<file path="src/rtl/m_vmem_line_draw.sv">
// m_vmem_line_draw: Bresenham line engine feeding the 256x256 vmem.
// Accepts one line command over valid/ready and emits one {y,x}-addressed
// write per clock until the end point is reached, then pulses done.
// Optional feature macro: LINE_CLIP_EN (suppress writes for pixels with
// x >= SCREEN_W or y >= SCREEN_H while keeping the cycle timing).
module m_vmem_line_draw #(
    parameter int SCREEN_W = 240,
    parameter int SCREEN_H = 240
) (
    input  logic        w_clk,
    input  logic        w_rst,
    input  logic        cmd_valid,
    output logic        cmd_ready,
    input  logic [7:0]  cmd_x0,
    input  logic [7:0]  cmd_y0,
    input  logic [7:0]  cmd_x1,
    input  logic [7:0]  cmd_y1,
    input  logic [15:0] cmd_color,
    output logic        vm_we,
    output logic [15:0] vm_wadr,
    output logic [15:0] vm_wdata,
    output logic        busy,
    output logic        done
);

    localparam logic [1:0] ST_IDLE  = 2'd0;
    localparam logic [1:0] ST_SETUP = 2'd1;
    localparam logic [1:0] ST_DRAW  = 2'd2;
    localparam logic [1:0] ST_DONE  = 2'd3;

    logic [1:0]         state;
    logic [7:0]         x0_q;
    logic [7:0]         y0_q;
    logic [7:0]         x1_q;
    logic [7:0]         y1_q;
    logic [15:0]        color_q;
    logic [8:0]         dx;
    logic signed [9:0]  dy;
    logic signed [9:0]  err;
    logic               sx_pos;
    logic               sy_pos;
    logic [7:0]         cur_x;
    logic [7:0]         cur_y;

    logic [7:0]         abs_x;
    logic [7:0]         abs_y;
    logic signed [10:0] e2;
    logic               step_x;
    logic               step_y;
    logic               last_pix;
    logic signed [11:0] err_next;

    // Bresenham step decision and error update for the current pixel
    always_comb begin
        abs_x    = (x1_q >= x0_q) ? (x1_q - x0_q) : (x0_q - x1_q);
        abs_y    = (y1_q >= y0_q) ? (y1_q - y0_q) : (y0_q - y1_q);
        e2       = $signed({err, 1'b0});
        step_x   = (e2 >= $signed({dy[9], dy}));
        step_y   = (e2 <= $signed({2'b00, dx}));
        last_pix = (cur_x == x1_q) && (cur_y == y1_q);
        err_next = $signed({{2{err[9]}}, err})
                 + (step_x ? $signed({{2{dy[9]}}, dy}) : 12'sd0)
                 + (step_y ? $signed({3'b000, dx})     : 12'sd0);
    end

`ifdef LINE_CLIP_EN
    logic on_screen;

    // A pixel is visible only inside the SCREEN_W x SCREEN_H window
    always_comb begin
        on_screen = ({24'd0, cur_x} < SCREEN_W) && ({24'd0, cur_y} < SCREEN_H);
    end
`endif

    // Command acceptance, setup, pixel walk and done pulse
    always_ff @(posedge w_clk) begin
        if (w_rst) begin
            state     <= ST_IDLE;
            cmd_ready <= 1'b1;
            vm_we     <= 1'b0;
            vm_wadr   <= 16'd0;
            vm_wdata  <= 16'd0;
            busy      <= 1'b0;
            done      <= 1'b0;
            x0_q      <= 8'd0;
            y0_q      <= 8'd0;
            x1_q      <= 8'd0;
            y1_q      <= 8'd0;
            color_q   <= 16'd0;
            dx        <= 9'd0;
            dy        <= 10'sd0;
            err       <= 10'sd0;
            sx_pos    <= 1'b0;
            sy_pos    <= 1'b0;
            cur_x     <= 8'd0;
            cur_y     <= 8'd0;
        end else begin
            done  <= 1'b0;
            vm_we <= 1'b0;
            case (state)
                ST_IDLE: begin
                    if (cmd_valid && cmd_ready) begin
                        x0_q      <= cmd_x0;
                        y0_q      <= cmd_y0;
                        x1_q      <= cmd_x1;
                        y1_q      <= cmd_y1;
                        color_q   <= cmd_color;
                        cmd_ready <= 1'b0;
                        busy      <= 1'b1;
                        state     <= ST_SETUP;
                    end
                end
                ST_SETUP: begin
                    dx     <= {1'b0, abs_x};
                    dy     <= 10'sd0 - $signed({2'b00, abs_y});
                    err    <= $signed({2'b00, abs_x}) - $signed({2'b00, abs_y});
                    sx_pos <= (x1_q >= x0_q);
                    sy_pos <= (y1_q >= y0_q);
                    cur_x  <= x0_q;
                    cur_y  <= y0_q;
                    state  <= ST_DRAW;
                end
                ST_DRAW: begin
`ifdef LINE_CLIP_EN
                    vm_we <= on_screen;
`else
                    vm_we <= 1'b1;
`endif
                    vm_wadr  <= {cur_y, cur_x};
                    vm_wdata <= color_q;
                    if (last_pix) begin
                        state <= ST_DONE;
                    end else begin
                        if (step_x) begin
                            cur_x <= sx_pos ? (cur_x + 8'd1) : (cur_x - 8'd1);
                        end
                        if (step_y) begin
                            cur_y <= sy_pos ? (cur_y + 8'd1) : (cur_y - 8'd1);
                        end
                        err <= err_next[9:0];
                    end
                end
                default: begin
                    done      <= 1'b1;
                    busy      <= 1'b0;
                    cmd_ready <= 1'b1;
                    state     <= ST_IDLE;
                end
            endcase
        end
    end

endmodule

</file>
<file path="config.mk">
export PLATFORM = sky130hd
export DESIGN_NAME = m_vmem_line_draw
export DESIGN_NICKNAME = d
export VERILOG_FILES = /design/src/rtl/m_vmem_line_draw.sv
export SDC_FILE = /design/constraint.sdc
export NUM_CORES = 1
export LEC_CHECK = 0
export ABC_AREA = 1
export CORE_MARGIN = 1.5
export CORE_UTILIZATION = 55
export CTS_CLUSTER_SIZE = 14
export DETAILED_ROUTE_END_ITERATION = 10
export PLACE_DENSITY = 0.77
export SETUP_SLACK_MARGIN = 0.5
export SLEW_MARGIN = 20
export SYNTH_ARGS = -nofsm -noshare
export SYNTH_HDL_FRONTEND = slang
export SYNTH_SLANG_ARGS = --single-unit
</file>
<file path="constraint.sdc">
create_clock -name w_clk -period 4.43 [get_ports w_clk]
set_input_delay 0.443 -clock w_clk [delete_from_list [all_inputs] [get_ports w_clk]]
set_output_delay 0.443 -clock w_clk [all_outputs]
set_load 0.02 [all_outputs]
</file>
Word-level counts from Yosys, hierarchy flattened. Cells that the tools add are included.

Add/sub/neg operators: 12. $mul: 0. Divide/modulo/power cells: 0. Magnitude comparators: 4. Eq/ne operators: 9. Shift operators: 0. Muxes and demuxes: 23. Bitwise logic cells: 1. Reduce and logical (&&, ||, !) cells: 12.

Operator list (number): 8-bit two-way mux (9); 8-bit one-hot mux with 2 select lines (2); 8-bit subtractor (4); 10-bit two-way mux (2); 10-bit one-hot mux with 2 select lines (1); 8-bit by 1-bit adder with 8-bit output, second input constant (2); 8-bit equality test (2); 8-bit greater-or-equal comparator (2); 8-bit by 1-bit subtractor with 8-bit output, second input constant (2); 11-bit by 9-bit greater-or-equal comparator with 1-bit output (1); 11-bit by 9-bit less-or-equal comparator with 1-bit output (1); 10-bit adder (1); 10-bit by 9-bit adder with 10-bit output (1); 2-bit != test, second input constant (5); 1-bit by 8-bit subtractor with 9-bit output, first input constant (1); 8-bit by 8-bit subtractor with 9-bit output (1); 2-bit AND reduction (4); 2-bit one-hot mux with 3 select lines (1); 3-bit AND reduction (2); 1-bit two-way mux (4); 2-bit two-way mux (2); 1-bit one-hot mux with 2 select lines (2); 3-bit OR reduction (1); 2-bit by 1-bit equality test with 1-bit output, second input constant (1); other kinds (6) (7).

Flip-flop bits (word level): 131. Latch bits: 0. RAM bits: 0. Memory bits (read-only): 0. Output and inout bits: 36. Word-level logic and storage cells: 80. Memories: 0.

Depth between registers and ports, before layout. Gate-level depths: netlist (run 1).

Depth after elaboration: 6. Gate-level depth with buffers: 27. Mapped depth without buffers: 27.

Least setup slack after synthesis (run 1). No wires, ideal clock.

Path type: reg2reg. Start point: reg, netlist name dy[8]. End point: reg err[7]. Library setup time: 0.070 ns. Arrival: 3.261 ns. Setup slack: 1.100 ns. Cell stages (with the launch flop): 26. Path buffers: 0. Cells stage by stage: dfxtp_1 > inv_1 > ha_1 > nand2_1 > inv_1 > a21oi_1 > nand3_1 > nand2_1 > nand2_1 > inv_1 > nor2_1 > fa_1 > ha_1 > inv_1 > fa_1 > inv_1 > nand3_1 > nand2_1 > nand2_1 > nand2_1 > a21oi_1 > nand2_1 > nand2_1 > nor2_1 > nor2_1 > a21oi_1.

Cells in the longest elaborated chain, start to end: 6.

RTL lines: 11-bit by 9-bit greater-or-equal comparator with 1-bit output (line 58) `step_x = (e2 >= $signed({dy[9], dy}));`; 10-bit two-way mux (line 62) `+ (step_x ? $signed({{2{dy[9]}}, dy}) : 12'sd0)`; 10-bit adder (line 62); 10-bit by 9-bit adder with 10-bit output (line 63) `+ (step_y ? $signed({3'b000, dx}) : 12'sd0);`; 10-bit two-way mux (line 131) `if (last_pix) begin`; 10-bit one-hot mux with 2 select lines (line 100) `case (state)`; end signal, assigned (line 116) `err <= $signed({2'b00, abs_x}) - $signed({2'b00, abs_y});`; end signal, assigned (line 140) `err <= err_next[9:0];`; end, declared (line 39) `logic signed [9:0] err;`.

Every way passes these cells. The select of a mux whose other input is x is not followed. A chain may end at the register's enable or synchronous reset.

Final worst setup path (run 1).
Start point: reg dx[7]. End point: reg err[7].

Cells in the longest elaborated chain, start to end: 5.

RTL lines: start, declared (line 37) `logic [8:0] dx;`; start signal, assigned (line 114) `dx <= {1'b0, abs_x};`; 11-bit by 9-bit less-or-equal comparator with 1-bit output (line 59) `step_y = (e2 <= $signed({2'b00, dx}));`; 8-bit two-way mux * (line 63); 10-bit by 9-bit adder with 10-bit output * (line 63); 10-bit two-way mux * (line 131); 10-bit one-hot mux with 2 select lines * (line 100).

Every way passes the cells marked *; elsewhere a longest branch is shown, timed or not. The select of a mux whose other input is x is not followed.

==> key figures, run 1 <==
Critical path
  – Slowest CP cell: fa_1
  – Crit. End Element: flip-flop
  – Critical path fanouts, max: 9
  – Arr. time, crit path: around 3900 ps
  – Crit path buffers/inverters: 5
  – Critical path startpoint category: flip-flop
  – CP cell instances: inv_1, ha_1, inv_1, nor4_2, nand3_1, nand3_1, nand3b_2, nand2_1, inv_1, fa_1, ha_1, inv_1, fa_1, inv_1, nand3_1, nand2_2, nand2_1, nand2_1, a21oi_1, nand2_1, nand2_1, nor2_1, nor2_1, a21oi_1
  – Largest delay contributor family on the critical path: simple AND/OR/NAND/NOR gates
  – Data required, critical path: 4790 ps
  – CP max stage delay: 490 ps
  – CP Class: flip-flop to flip-flop

Floorplanning
  – Die Y: ~130 um
  – Starting density of the core: 55.7%
  – Core Area: 15800 um2
  – Top Ports: between 80 and 90
  – Die width: between 100 and 150 um
  – Rows: 46
  – Die area: 16700 um2

Cells and area
  – Layout cell share with drive strength beyond 1: 6.46%
  – # nets final: 1481
  – Fill count: 1416
  – N_diodes: 0
  – Layout overhead on the synthesized area: 18.2%

Place
  – Placer Congestion: 0.885
  – PortBufs: 86
  – Dpl hpwl: 16900 um

Route
  – DRC Markers: 0
  – Detailed Route WL: 22900 um
  – Vias per cell: 5.38
  – 1st-iter DRT viols: between 500 and 600
  – DRT Pass-1 Iters: 7
  – Post-DRT Antenna Nets: 0
  – Vias: 8404
  – DR WL/cell: 14.7 um

Clocking
  – CTS sink count: 131
  – Clock Tree Root: clkbuf_16
  – Post-CTS Setup Bufs: 0
  – CTS tree: yes
  – Num CTS Buffers: 17
  – Clk buf depth: 2
  – Clock slew at reported path FFs: roughly 60 ps
  – H-tree depth: 4
  – Clock Latency Late Sink: 420 ps

Timing
  – Achievable Freq: 280 MHz
  – Fin. max-slew vios: 0
  – Setup-failing EPs final: 0
  – Slew margin rel.: 35.9%
  – Fin Clk Skew: a little under 7 ps
  – Slew @ Worst Pin: a little under 1000 ps
  – Final min period: between 3000 and 4000 ps
  – Hold Vio Cnt, Final: 0
  – Final TNS setup: 0 ps
  – Period utilisation layout: ~81%
  – Unrepaired setup endpoints after global routing: false

Synthesis
  – Yosys reg bits: 131
  – Synth Net Count: 1414
  – Cell Area, Synth: 8790 um2
  – Seq/Total Area, Yosys: 29.8%
  – Number of synthesized flops with an enable pin: 0
  – Ys async rst share: 0%
  – Ys Warns: 0
  – Count of cell types in the netlist: 44
  – Syn Area/Cell: 6.94 um2
  – Top_reg_cell synth: dfxtp_1
  – Synth Instances: 1266

GRT
  – Largest net degree at the start of global routing: 82
  – GRT overflow: 0
  – Gr usage total: roughly 28%
  – Number of global-route vias before repair: 7759
  – First-pass GRT wire length: 37500 um
  – Antenna violations before repair: 0

Run status
  – Status: completed

Min path
  – Worst Hold Class: flip-flop to flip-flop

Run
  – Max_cap viols: 0
==> worst register-to-register path: cells and delay by family, from the launching register on <==
kind / cells / cell delay, ps
AOI/OAI and AO/OA: 2 / 180
and+or+nand+nor: 13 / 1310
DFF: 1 / 370
buffers and inverters: 5 / 340
adders and majority gates: 4 / 1290
==> state kept, by name, indices dropped and copies added, names as in the netlist <==
| name | cells |
|---|---|
| busy | 1 |
| cmd_ready | 1 |
| color_q | 16 |
| cur_x | 8 |
| cur_y | 8 |
| done | 1 |
| dx | 8 |
| dy | 9 |
| err | 10 |
| state | 2 |
| sx_pos | 1 |
| sy_pos | 1 |
| vm_wadr | 16 |
| vm_wdata | 16 |
| vm_we | 1 |
| x0_q | 8 |
| x1_q | 8 |
| y0_q | 8 |
| y1_q | 8 |
==> metal layers <==
| layer | wire [um] | vias to the layer above | global-route usage [%] | share of wire, % |
|---|---|---|---|---|
| met5 | 0 | - | 0 | 0 |
| met4 | 501 | 0 | 9.54 | 2.2 |
| met3 | 1210 | 41 | 4.83 | 5.3 |
| met2 | 10700 | 220 | 46.9 | 47 |
| met1 | 10500 | 3911 | 37.9 | 46 |
| li1 | - | 4232 | - | - |
==> cell usage after synthesis, types with 4 or more instances <==
| master | instances | area share [%] |
|---|---|---|
| a31oi_1 | 4 | 0.28 |
| inv_1 | 167 | 7.1 |
| a21oi_1 | 140 | 8.0 |
| ha_1 | 81 | 12 |
| nand3b_1 | 4 | 0.34 |
| nand2_1 | 255 | 11 |
| nor2_1 | 130 | 5.6 |
| o211ai_1 | 5 | 0.43 |
| xor2_1 | 25 | 2.5 |
| xnor2_1 | 10 | 1.0 |
| nand4_1 | 13 | 0.93 |
| nand2_4 | 6 | 0.77 |
| fa_1 | 16 | 3.6 |
| nor3_1 | 4 | 0.23 |
| clkbuf_1 | 39 | 1.7 |
| nand3_1 | 44 | 2.5 |
| o21ai_1 | 5 | 0.28 |
| o21ai_0 | 130 | 7.4 |
| nand2_2 | 13 | 0.93 |
| dfxtp_1 | 131 | 30 |
==> layout make-up <==
class	count	area [um2]	area share, %
Clock buffer	17	425	4.09
Timing Repair Buffer	94	921	8.86
Tap cell	216	270	2.60
Inverter	170	642	6.18
Clock inverter	15	151	1.46
Multi-Input combinational cell	919	5360	51.5
Sequential cell	131	2630	25.3
==> through the flow <==
step	setup slack [ps]	std cells	hold slack (ps)	cell area [um2]	util (%)
5_1_grt	512	1562	484	10400	65.9
2_1_floorplan	1100	1266	430	8790	-
3_3_place_gp	824	1530	446	9790	62.1
4_1_cts	665	1562	465	10400	65.7
3_5_place_dp	705	1530	455	9790	62.1
6_report	858	1562	459	10400	65.9
==> worst paths after layout <==
path               start     endpoint  slack [ps]  cells past startpoint
min reg2reg  color_q[15]  color_q[15]         460                      2
max reg2reg        dx[7]       err[7]         860                     24
max                dx[7]       err[7]         860                     24
min          color_q[15]  color_q[15]         460                      2
==> placed cells by master, fill, tap and decap left out, drive strengths merged, types with 3 or more instances in the layout <==
cell,n
o211ai,5
dfxtp,131
xor2,25
o21bai,3
clkdlybuf4s50,86
nor2,137
nor4,3
a21oi,142
nand2,274
inv,172
xnor2,10
o21a,3
nor3,4
clkinv,11
a31oi,4
nand4,13
nand3b,5
nand3,46
or2,3
clkbuf,17
fa,16
ha,81
buf,8
o21ai,138
==> cell families after synthesis <==
logic type / after synthesis / share of synthesized area [%]
AO/OA/AOI/OAI: 302 / 18.1
XOR/XNOR: 35 / 3.49
adder cells (fa/ha/maj): 97 / 15.2
buffers and inverters: 216 / 9.52
flip-flops: 131 / 29.8
AND/OR/NAND/NOR: 485 / 23.9
==> repair_timing <==
action,CTS,global route
setup endpoints to repair,0,5
gates resized for setup,0,8
hold buffers,0,0
Power of run 1 is left out: the tool's default activity adds up to more than one toggle a clock period on the data nets, which glitch-free logic cannot reach.
==> run 2, diff against run 1 <==
==> constraint.sdc (replaced) <==
create_clock -name w_clk -period 3.55 [get_ports w_clk]
set_input_delay 0.355 -clock w_clk [delete_from_list [all_inputs] [get_ports w_clk]]
set_output_delay 0.355 -clock w_clk [all_outputs]
set_load 0.02 [all_outputs]
==> run 2 against run 1 <==
Compared with the run above: count of clock-buffer cells in the layout up 1; non-clock buffer count increased by 28; global-route usage is 0.69 points higher; wire length up 3.7%; core utilization increased by 4.0 points; largest cell class unchanged.
==> key figures, run 2 (synthesized netlist as in run 1, its figures left out) <==
Critical path
  – Data required, critical path: 3900 ps (-890 ps)
  – Critical path fanouts, max: 6 (-3)
  – Arr. time, crit path: 3720 ps (-210 ps)
  – Crit. End Element: flip-flop
  – FF-to-FF Start: dy[2]
  – Reg2reg setup slack: 180 ps (-680 ps)
  – Critical path startpoint category: flip-flop
  – R2R depth: 25 (+4.2%)
  – Critical register-to-register path endpoint: err[7]
  – CP Class: flip-flop to flip-flop

Timing
  – Final min period: 3370 ps (-202 ps)
  – Setup-failing EPs final: 0 (unchanged)
  – Hold Vio Cnt, Final: 0 (unchanged)
  – Achievable Freq: 297 MHz (+6.0%)
  – Unrepaired setup endpoints after global routing: true
  – Slew @ Worst Pin: 757 ps (-205 ps)
  – Slew margin rel.: 49.4% (+14 points)
  – Fin Clk Skew: 10.2 ps (+3.41 ps)
  – Fin. max-slew vios: 0 (unchanged)
  – Period utilisation layout: 94.9% (+14 points)

Run
  – Max_cap viols: 0 (unchanged)

Clocking
  – Clock slew at reported path FFs: 70 ps (about the same)
  – Clock Tree Root: clkbuf_16
  – Clock Latency Late Sink: 420 ps (about the same)
  – Hold_buf cts: 0 (unchanged)
  – CTS tree: yes
  – H-tree depth: 4 (unchanged)
  – Num CTS Buffers: 17 (unchanged)
  – Clk buf depth: 2 (unchanged)
  – CTS sink count: 131 (unchanged)

Place
  – PortBufs: 86 (unchanged)
  – Placer Congestion: 0.896 (+1.2%)
  – Placed cells: 1538 (+0.52%)
  – Dpl hpwl: 17000 um (+0.26%)
  – Area after DPL: 9920 um2 (+1.3%)

Floorplanning
  – Die width: 129 um (unchanged)
  – Die Y: 129 um (unchanged)
  – Core Area: 15800 um2 (unchanged)
  – Top Ports: 87 (unchanged)
  – Rows: 46 (unchanged)
  – Starting density of the core: 55.7% (unchanged)
  – Die area: 16700 um2 (unchanged)

Cells and area
  – Finished Core Util: 69.9% (+4.0 points)
  – Layout cell share with drive strength beyond 1: 14.1% (+7.6 points)
  – Non-Filler Instances: 1591 (+1.9%)
  – Layout overhead on the synthesized area: 25.4%
  – Top flop regs: color_q x16, vm_wadr x16, vm_wdata x16
  – N_diodes: 0 (unchanged)
  – Reg area: 2650 um2 (+1.1%)
  – Post-route cell area: 11000 um2 (+6.1%)
  – Fill count: 1331 (-6.0%)
  – Most frequent cells in the layout: nand2_1, inv_1, a21oi_1
  – Area of the multi-input gates: 5700 um2 (+6.4%)
  – # nets final: 1510 (+2.0%)
  – Commonest non-fill, non-tap cell in the layout: nand2_1

Min path
  – Hold path startpoint: busy
  – Hold Path Depth: 2 (unchanged)
  – Worst Hold Class: flip-flop to flip-flop
  – Hold Path End: busy

Route
  – Post-DRT Antenna Nets: 0 (unchanged)
  – DRT Pass-1 Iters: 6 (-1)
  – Vias: 8589 (+2.2%)
  – DRC Markers: 0 (unchanged)
  – Detailed Route WL: 23800 um (+3.7%)
  – 1st-iter DRT viols: 587 (+8.5%)
  – Vias per cell: 5.40 (+0.34%)
  – DR WL/cell: 14.9 um (+1.8%)

GRT
  – Antenna violations before repair: 0 (unchanged)
  – First-pass GRT wire length: 38700 um (+3.1%)
  – Number of global-route vias before repair: 8017 (+3.3%)
  – GRT overflow: 0 (unchanged)
  – Largest net degree at the start of global routing: 68 (-17%)
  – Gr usage total: 29.1% (+0.69 points)

Run status
  – Status: completed
-- run 2: worst max path at each step --
stage	startpoint	to	slack [ps]	cells past startpoint
floorplan	dy[8]	err[7]	450	27
global placement	dx[7]	err[7]	110	24
detailed placement	dx[7]	err[7]	90	24
CTS	dx[7]	err[7]	220	24
global route	dy[2]	err[7]	-30	25
finish	dy[2]	err[7]	180	25
-- run 2: cell type report --
type,count,area share [%]
inverters,170,5.88
repair buffers,122,10.4
multi-input cells,920,51.7
well taps,216,2.45
clock inverters,14,1.50
clock buffers,18,3.99
flip-flops and latches,131,24.1
-- run 2: through the flow --
stage | hold slack, ps | setup WS (ps) | setup TNS, ps
finish | 461 | 179 | 0
global route | 482 | -30.4 | -38.8
CTS | 461 | 219 | 0
detailed placement | 451 | 87.2 | 0
global placement | 439 | 110 | 0
floorplan | 430 | 446 | 0
-- run 2: routing by layer --
layer / up-vias / track usage [%] / wire length, um / share of wire, %
met4: 0 / 11.0 / 692 / 2.9
met2: 297 / 47.1 / 11000 / 46
met3: 57 / 4.87 / 1400 / 5.9
met1: 3931 / 39.2 / 10700 / 45
li1: 4304 / - / - / -
met5: - / 0 / 0 / 0
-- run 2: repair_timing --
action / in CTS / in global routing
buffers inserted: 8 / 12
endpoints found under the setup margin: 8 / 8
resized for setup: 35 / 54
pin swaps: 21 / 28
cloned: 0 / 1
-- run 2: worst max-delay path: stages (launching register included) --
cell     delay, ps
dfxtp_1        300
inv_1          130
ha_4           230
a21oi_1        130
o21ai_0        100
nand2_1         90
nand3_1         80
nand2_1        100
nand2_2         90
inv_4          100
nor2_2          40
fa_1           500
ha_2           200
inv_2           40
fa_2           330
inv_2           80
nand3_2         60
nand2_2         90
nand2_2         60
nand2_2         60
a21oi_2         60
nand2_1         60
nand2_1         40
nor2_1         120
nor2_1          40
a21oi_1        150
Power of run 2 is left out for the same reason.
